### config.mk
export PLATFORM = sky130hd
export DESIGN_NAME = neuron_stream_mac
export DESIGN_NICKNAME = d
export VERILOG_FILES = /design/src/rtl/neuron_pkg.sv /design/src/rtl/fx_mul.sv /design/src/rtl/neuron_stream_mac.sv
export SDC_FILE = /design/constraint.sdc
export NUM_CORES = 2
export LEC_CHECK = 0
export ABC_AREA = 1
export CORE_MARGIN = 2
export CORE_UTILIZATION = 45
export DETAILED_ROUTE_END_ITERATION = 8
export SETUP_SLACK_MARGIN = 0.2
export SYNTH_ARGS = -nofsm -noshare
export SYNTH_HDL_FRONTEND = slang
export SYNTH_HIERARCHICAL = 1
export SYNTH_SLANG_ARGS = --single-unit
### constraint.sdc
create_clock -name clk -period 19.18 [get_ports clk]
set_input_delay 5.754 -clock clk [delete_from_list [all_inputs] [get_ports clk]]
set_output_delay 5.754 -clock clk [all_outputs]
set_load 0.005 [all_outputs]
### src/rtl/neuron_pkg.sv
// Shared fixed-point types, constants and helpers for the neuron datapath.
package neuron_pkg;

  localparam int DATA_W = 32;
  localparam int FRAC_W = 16;
  localparam int PROD_W = 2 * DATA_W - FRAC_W;
  localparam int SAT_W  = 64;

  typedef logic signed [DATA_W-1:0] fx_t;

  localparam fx_t FX_MAX = 32'sh7FFF_FFFF;
  localparam fx_t FX_MIN = 32'sh8000_0000;

  typedef enum logic [0:0] {
    ST_ACC = 1'b0,
    ST_OUT = 1'b1
  } mac_state_e;

  // Clamp a wide signed value into the Q16.16 range.
  function automatic fx_t fx_sat(input logic signed [SAT_W-1:0] v);
    logic signed [SAT_W-1:0] max_w;
    logic signed [SAT_W-1:0] min_w;
    max_w = SAT_W'(FX_MAX);
    min_w = SAT_W'(FX_MIN);
    if (v > max_w) begin
      return FX_MAX;
    end else if (v < min_w) begin
      return FX_MIN;
    end else begin
      return fx_t'(v[DATA_W-1:0]);
    end
  endfunction

endpackage

### src/rtl/fx_mul.sv
// Signed Q16.16 multiply; the arithmetic right shift truncates toward -inf.
module fx_mul
  import neuron_pkg::*;
(
  input  fx_t                      a,
  input  fx_t                      b,
  output logic signed [PROD_W-1:0] p
);

  logic signed [2*DATA_W-1:0] a_w_s;
  logic signed [2*DATA_W-1:0] b_w_s;
  logic signed [2*DATA_W-1:0] prod_s;

  assign a_w_s  = (2*DATA_W)'(a);
  assign b_w_s  = (2*DATA_W)'(b);
  assign prod_s = a_w_s * b_w_s;
  // The bits dropped by the cast are pure sign extension of the shifted product.
  assign p      = PROD_W'(prod_s >>> FRAC_W);

endmodule

### src/rtl/neuron_stream_mac.sv
// Streaming multiply-accumulate neuron: one weighted sample per cycle, one
// saturated Q16.16 result per N_IN-sample vector, runtime-loadable weights/bias.
module neuron_stream_mac
  import neuron_pkg::*;
#(
  parameter int N_IN  = 8,
  parameter int ACC_W = 2 * DATA_W - FRAC_W + $clog2(N_IN),
  localparam int IDX_W = (N_IN > 1) ? $clog2(N_IN) : 1
) (
  input  logic              clk,
  input  logic              rst,
  input  logic              w_we,
  input  logic [IDX_W-1:0]  w_addr,
  input  logic [DATA_W-1:0] w_data,
  input  logic              b_we,
  input  logic [DATA_W-1:0] b_data,
  input  logic              x_valid,
  output logic              x_ready,
  input  logic [DATA_W-1:0] x_data,
  output logic              y_valid,
  input  logic              y_ready,
  output logic [DATA_W-1:0] y_data,
  output logic              busy
);

  mac_state_e               state_r;
  logic [IDX_W-1:0]         idx_r;
  logic signed [ACC_W-1:0]  acc_r;
  fx_t                      y_data_r;
  logic                     y_valid_r;
  logic                     x_ready_r;
  logic                     busy_r;
  fx_t                      w_r [N_IN];
  fx_t                      bias_r;

  fx_t                      w_sel_s;
  logic signed [PROD_W-1:0] prod_s;
  logic signed [ACC_W-1:0]  acc_sum_s;
  logic signed [SAT_W-1:0]  total_s;
  logic                     hs_s;
  logic                     last_s;

  // The weight read happens before any same-cycle write lands, so the old value is used.
  assign w_sel_s   = w_r[idx_r];
  assign acc_sum_s = acc_r + ACC_W'(prod_s);
  assign total_s   = SAT_W'(acc_sum_s) + SAT_W'(bias_r);
  assign hs_s      = x_valid & x_ready_r;
  assign last_s    = (idx_r == IDX_W'(N_IN - 1));

  assign x_ready = x_ready_r;
  assign y_valid = y_valid_r;
  assign y_data  = y_data_r;
  assign busy    = busy_r;

  fx_mul u_fx_mul (
    .a (x_data),
    .b (w_sel_s),
    .p (prod_s)
  );

  // Host-side weight and bias storage; both strobes may fire together.
  always_ff @(posedge clk or posedge rst) begin
    if (rst) begin
      for (int i = 0; i < N_IN; i++) begin
        w_r[i] <= 32'sd0;
      end
      bias_r <= 32'sd0;
    end else begin
      if (w_we) begin
        w_r[w_addr] <= fx_t'(w_data);
      end
      if (b_we) begin
        bias_r <= fx_t'(b_data);
      end
    end
  end

  // Accumulate/output state machine with all stream-facing outputs registered.
  always_ff @(posedge clk or posedge rst) begin
    if (rst) begin
      state_r   <= ST_ACC;
      idx_r     <= '0;
      acc_r     <= '0;
      y_data_r  <= 32'sd0;
      y_valid_r <= 1'b0;
      x_ready_r <= 1'b1;
      busy_r    <= 1'b0;
    end else begin
      case (state_r)
        ST_ACC: begin
          if (hs_s) begin
            busy_r <= 1'b1;
            if (last_s) begin
              y_data_r  <= fx_sat(total_s);
              acc_r     <= '0;
              idx_r     <= '0;
              state_r   <= ST_OUT;
              y_valid_r <= 1'b1;
              x_ready_r <= 1'b0;
            end else begin
              acc_r <= acc_sum_s;
              idx_r <= idx_r + IDX_W'(1);
            end
          end
        end
        ST_OUT: begin
          if (y_ready) begin
            state_r   <= ST_ACC;
            y_valid_r <= 1'b0;
            x_ready_r <= 1'b1;
            busy_r    <= 1'b0;
          end
        end
        default: begin
          state_r   <= ST_ACC;
          idx_r     <= '0;
          acc_r     <= '0;
          y_valid_r <= 1'b0;
          x_ready_r <= 1'b1;
          busy_r    <= 1'b0;
        end
      endcase
    end
  end

endmodule

==> results <==
- The run finished with clean final reports.
- The highest cell delay on the worst timing path is 1130 ps.
- Of all cell types, the one taking the most synthesized area is sky130_fd_sc_hd__fa_1.
- The global routing met2 resource utilization is 46.9%.
- The worst setup path is captured at a flop.
- In this run the remaining antenna-violating nets after routing total 0.
- The number of standard cells in the layout, taps in and fillers out is around 10k.
- The nature of the critical path startpoint is an input port.
- For this run, global-route usage on met1 was measured as 37.6%.
- The most used flip-flop cell after synthesis is sky130_fd_sc_hd__dfrtp_1.
- During synthesis, Yosys emitted a total of 6 warnings.
- The largest driver fanout on the critical path is 31.
- Of the synthesized area, sequential elements account for 15.1%.
- The count of final hold-check violations was 0.
- The layout overhead on the synthesized area is 8.25%.
- The detail-routed via count per cell is 5.05.
- The data arrival time at the worst-slack endpoint is around 19000 ps.
- In this run, synthesis produced a sequential element count of ~380.
- Global routing consumed, over all layers together, 27.2% of the routing resources.
- The count of buffers from port buffering is 139.
- The clock latency at the later pin of the worst-skew pair is approximately 580 ps.
- The path class of the tightest hold or removal check is reg2reg.
- The number of nets handed over by synthesis was slightly below 10k.
- The starting density of the core is about 45%.
- The summed area of non-filler cells in the final layout is 67800 um2.
- The number of violations of the max-capacitance limit is 0.
- The total detailed-routing wirelength is approximately 190 mm.
- The via count of the first global-routing pass is about 55k.
- The total placed cells including tap cells is 10.1k.
- Summed over all nets, the half-perimeter wirelength after detailed placement is 153 mm.
- The number of enable-type register cells in the synthesized netlist is 0.
- TritonCTS created 38 clock buffers.
- For the pin with the worst max-slew slack, the measured transition is 1210 ps.
- The H-tree depth is 2.
- The proportion of layout cells with a drive suffix above 1 is a little over 4%.
- The final critical path takes up between 90% and 100% of the cycle.
- The flop-to-flop setup slack is between 4000 and 5000 ps.
- Along the worst hold path, the cell count comes to 2.
- The floorplan step set the die height to around 380 um.
- The routed length per instance is 18.4 um.
- The horizontal die dimension is ~380 um.
- The total count of max-transition violations in the final report is 0.
- The average instance in the mapped netlist occupies 7.48 um2.
- At the end of routability-driven placement, the weighted congestion stood at 0.980.
- The hold buffer count at cts is 0.
- The total area inside the core boundary comes to approximately 140000 um2.
- The floorplan step defined a die boundary enclosing 142000 um2.
- The number of antenna diodes in the final layout is 0.
- The met3 routing resource usage after global routing is 1.97%.
- The number of cell instances on the worst register-to-register path is 57.
- The first global-routing pass estimated roughly 300 mm of wire.
- The number of nets at the end of the flow is 9843.
- The smallest clock period supported by the final layout is computed as 18100 ps.
- The first-iteration detailed-routing DRC count is around 3.4k.
- The filler cell count is about 14k.
- The number of post-CTS setup repair buffers is 0.
- The maximum buffer depth of the clock tree is 3.
- The cell that appears most often on the critical path is sky130_fd_sc_hd__nand2_1.
- The detailed-route DRC error count is 0.
- The number of instances in the synthesized netlist is 8377.
- The relative slew slack is 19.0%.
- The footprint of the multi-input gates is 44300 um2.
- The total number of vias is about 51k.
- The number of antenna violations at the first check in global routing is 0.
- The TritonCTS clock tree is built.
- Yosys mapped the design onto between 50 and 60 distinct sky130hd cell types.
- By area the synthesized netlist is led by sky130_fd_sc_hd__fa_1, sky130_fd_sc_hd__dfrtp_1, sky130_fd_sc_hd__nand2_1, sky130_fd_sc_hd__inv_1, sky130_fd_sc_hd__ha_1.
- The critical setup path kind is in2reg.
- The boundary pin count is 140.
- The placed standard-cell area is 66500 um2.
- The total area of sequential cells is between 9000 and 10000 um2.
- The maximum number of pins on one net before global-route repair is 174.
- Setup repair after global routing left no endpoint under its margin.
- The top cell type by area accounts for 34.6% of the synthesized area.
- Clock-pin slew was measured on the worst setup and hold paths at 60 ps.
- Of all flip-flops after synthesis, the portion carrying an async set or reset was 100%.
- The global-route layer with the greatest usage is met2.
- The slowest cell on the critical path is sky130_fd_sc_hd__clkdlybuf4s50_1.
- The clock drives about 380 sinks.
- For the final database, setup skew stands at about 36 ps.
- The floorplan row count is roughly 140.
- The total overflow left after global routing is 0.
- The highest achievable clock rate is between 50 and 60 MHz.
- The cell at the root of the clock tree is sky130_fd_sc_hd__clkbuf_16.
- The setup TNS is 0 ps.
- For the worst setup path, the data required time is 19630 ps.
- The number of detailed-routing iterations run before antenna repair is 7.
- In this run the cell area of the synthesized design comes to 62700 um2.
- Setup violations remaining at the end of the flow were counted as 0.
metrics by stage:
step                utilization [%]  hold WS [ps]  worst slack [ps]
detailed placement             48.3           465               215
global route                   49.2           503               442
floorplan                         -           448              2930
global placement               48.3           461               195
finish                         49.2           478              1080
CTS                            49.2           482               823
layout make-up:
class                           instances  area share, %
Sequential cell                       378           14.0
Clock inverter                         16          0.343
Inverter                             2165           12.0
Tap cell                             1794           3.31
Timing Repair Buffer                  263           3.45
Clock buffer                           51           1.56
Multi-Input combinational cell       5520           65.4
cells in the final DEF, fill, tap and decap left out, types with 7 or more instances in the layout:
master	instances
sky130_fd_sc_hd__buf_4	123
sky130_fd_sc_hd__clkdlybuf4s50_1	138
sky130_fd_sc_hd__nor3_2	8
sky130_fd_sc_hd__and2_1	7
sky130_fd_sc_hd__a31oi_1	24
sky130_fd_sc_hd__nand2_1	2436
sky130_fd_sc_hd__nor2_1	486
sky130_fd_sc_hd__a21boi_0	7
sky130_fd_sc_hd__a22o_1	39
sky130_fd_sc_hd__or2_2	8
sky130_fd_sc_hd__o211ai_1	32
sky130_fd_sc_hd__nor3_1	18
sky130_fd_sc_hd__xnor2_1	32
sky130_fd_sc_hd__ha_1	289
sky130_fd_sc_hd__fa_1	1081
sky130_fd_sc_hd__dfrtp_1	374
sky130_fd_sc_hd__a21o_1	7
sky130_fd_sc_hd__xor2_1	79
sky130_fd_sc_hd__mux2_2	31
sky130_fd_sc_hd__a21oi_1	186
sky130_fd_sc_hd__clkbuf_16	38
sky130_fd_sc_hd__inv_1	2150
sky130_fd_sc_hd__a31oi_4	31
sky130_fd_sc_hd__nand3_1	111
sky130_fd_sc_hd__o21ai_0	409
sky130_fd_sc_hd__nand2_2	24
sky130_fd_sc_hd__nand3b_1	10
sky130_fd_sc_hd__nor2_2	27
sky130_fd_sc_hd__o21bai_1	24
sky130_fd_sc_hd__clkbuf_1	7
sky130_fd_sc_hd__clkinv_2	7
sky130_fd_sc_hd__o32ai_1	32
sky130_fd_sc_hd__nand4_1	36
sky130_fd_sc_hd__inv_2	9
state kept, by name (all words and copies together), names as in the netlist:
name / count
y_data: 32
idx_r: 3
y_valid: 1
w_r: 256
state_r: 1
bias_r: 32
busy: 1
x_ready: 1
acc_r: 51
final timing paths:
kind	startpoint	end
worst max-delay path	x_data[13]	y_data[18]$_DFFE_PP0P_
worst min-delay path	w_r[93]$_DFFE_PP0P_	w_r[93]$_DFFE_PP0P_
worst max register to register	idx_r[0]$_DFFE_PP0P_	y_data[18]$_DFFE_PP0P_
worst min register to register	w_r[93]$_DFFE_PP0P_	w_r[93]$_DFFE_PP0P_
max in group asynchronous	rst	w_r[175]$_DFFE_PP0P_
min in group asynchronous	rst	w_r[0]$_DFFE_PP0P_
routing by layer:
metal  wire [um]  vias up
met5           0        -
met4        4300        0
met3        8440      208
met2       90700     1232
met1       83900    25700
li1            -    24400
cells in the mapped netlist (2+ instances only):
master / number
sky130_fd_sc_hd__a211oi_1: 3
sky130_fd_sc_hd__a21boi_0: 7
sky130_fd_sc_hd__a21o_1: 7
sky130_fd_sc_hd__a21oi_1: 186
sky130_fd_sc_hd__a22o_1: 39
sky130_fd_sc_hd__a31oi_1: 55
sky130_fd_sc_hd__and2_1: 7
sky130_fd_sc_hd__and3_1: 3
sky130_fd_sc_hd__buf_1: 4
sky130_fd_sc_hd__buf_2: 3
sky130_fd_sc_hd__buf_6: 3
sky130_fd_sc_hd__buf_8: 3
sky130_fd_sc_hd__clkbuf_1: 301
sky130_fd_sc_hd__clkinv_1: 4
sky130_fd_sc_hd__dfrtp_1: 377
sky130_fd_sc_hd__fa_1: 1083
sky130_fd_sc_hd__ha_1: 289
sky130_fd_sc_hd__inv_1: 2152
sky130_fd_sc_hd__inv_2: 9
sky130_fd_sc_hd__mux2_2: 31
sky130_fd_sc_hd__nand2_1: 2442
sky130_fd_sc_hd__nand2_2: 18
sky130_fd_sc_hd__nand2_4: 2
sky130_fd_sc_hd__nand3_1: 113
sky130_fd_sc_hd__nand3_2: 4
sky130_fd_sc_hd__nand3b_1: 10
sky130_fd_sc_hd__nand4_1: 36
sky130_fd_sc_hd__nor2_1: 487
sky130_fd_sc_hd__nor2_2: 27
sky130_fd_sc_hd__nor3_1: 19
sky130_fd_sc_hd__nor3_2: 7
sky130_fd_sc_hd__nor4_1: 3
sky130_fd_sc_hd__nor4_2: 4
sky130_fd_sc_hd__o211ai_1: 32
sky130_fd_sc_hd__o21a_1: 6
sky130_fd_sc_hd__o21ai_0: 409
sky130_fd_sc_hd__o21ai_1: 6
sky130_fd_sc_hd__o21bai_1: 24
sky130_fd_sc_hd__o32ai_1: 32
sky130_fd_sc_hd__or2_2: 8
sky130_fd_sc_hd__xnor2_1: 32
sky130_fd_sc_hd__xor2_1: 79
repair_timing:
action	in CTS	in global routing
hold endpoints to repair	0	0
resized for setup	0	4
setup endpoints to repair	0	31
critical path, delay by kind of cell:
family                   cells  cell delay (ps)
buffers and inverters        8             1700
XOR/XNOR                     2              840
adder cells (fa/ha/maj)     11             5180
AO/OA/AOI/OAI                7             1800
AND/OR/NAND/NOR             23             3200
logic make-up (layout without fill, tap and decap cells):
logic type / Yosys count / count (layout) / share of synthesized area, %
AO/OA/AOI/OAI: 811 / 811 / 7.35
XOR/XNOR: 111 / 111 / 1.55
adder cells (fa/ha/maj): 1372 / 1372 / 40.4
buffers and inverters: 2479 / 2495 / 14.9
flip-flops: 378 / 378 / 15.1
multiplexers: 31 / 31 / 0.557
AND/OR/NAND/NOR: 3195 / 3195 / 20.1
Power is left out: the tool's default activity adds up to more than one toggle a clock period on the data nets, which glitch-free logic cannot reach.
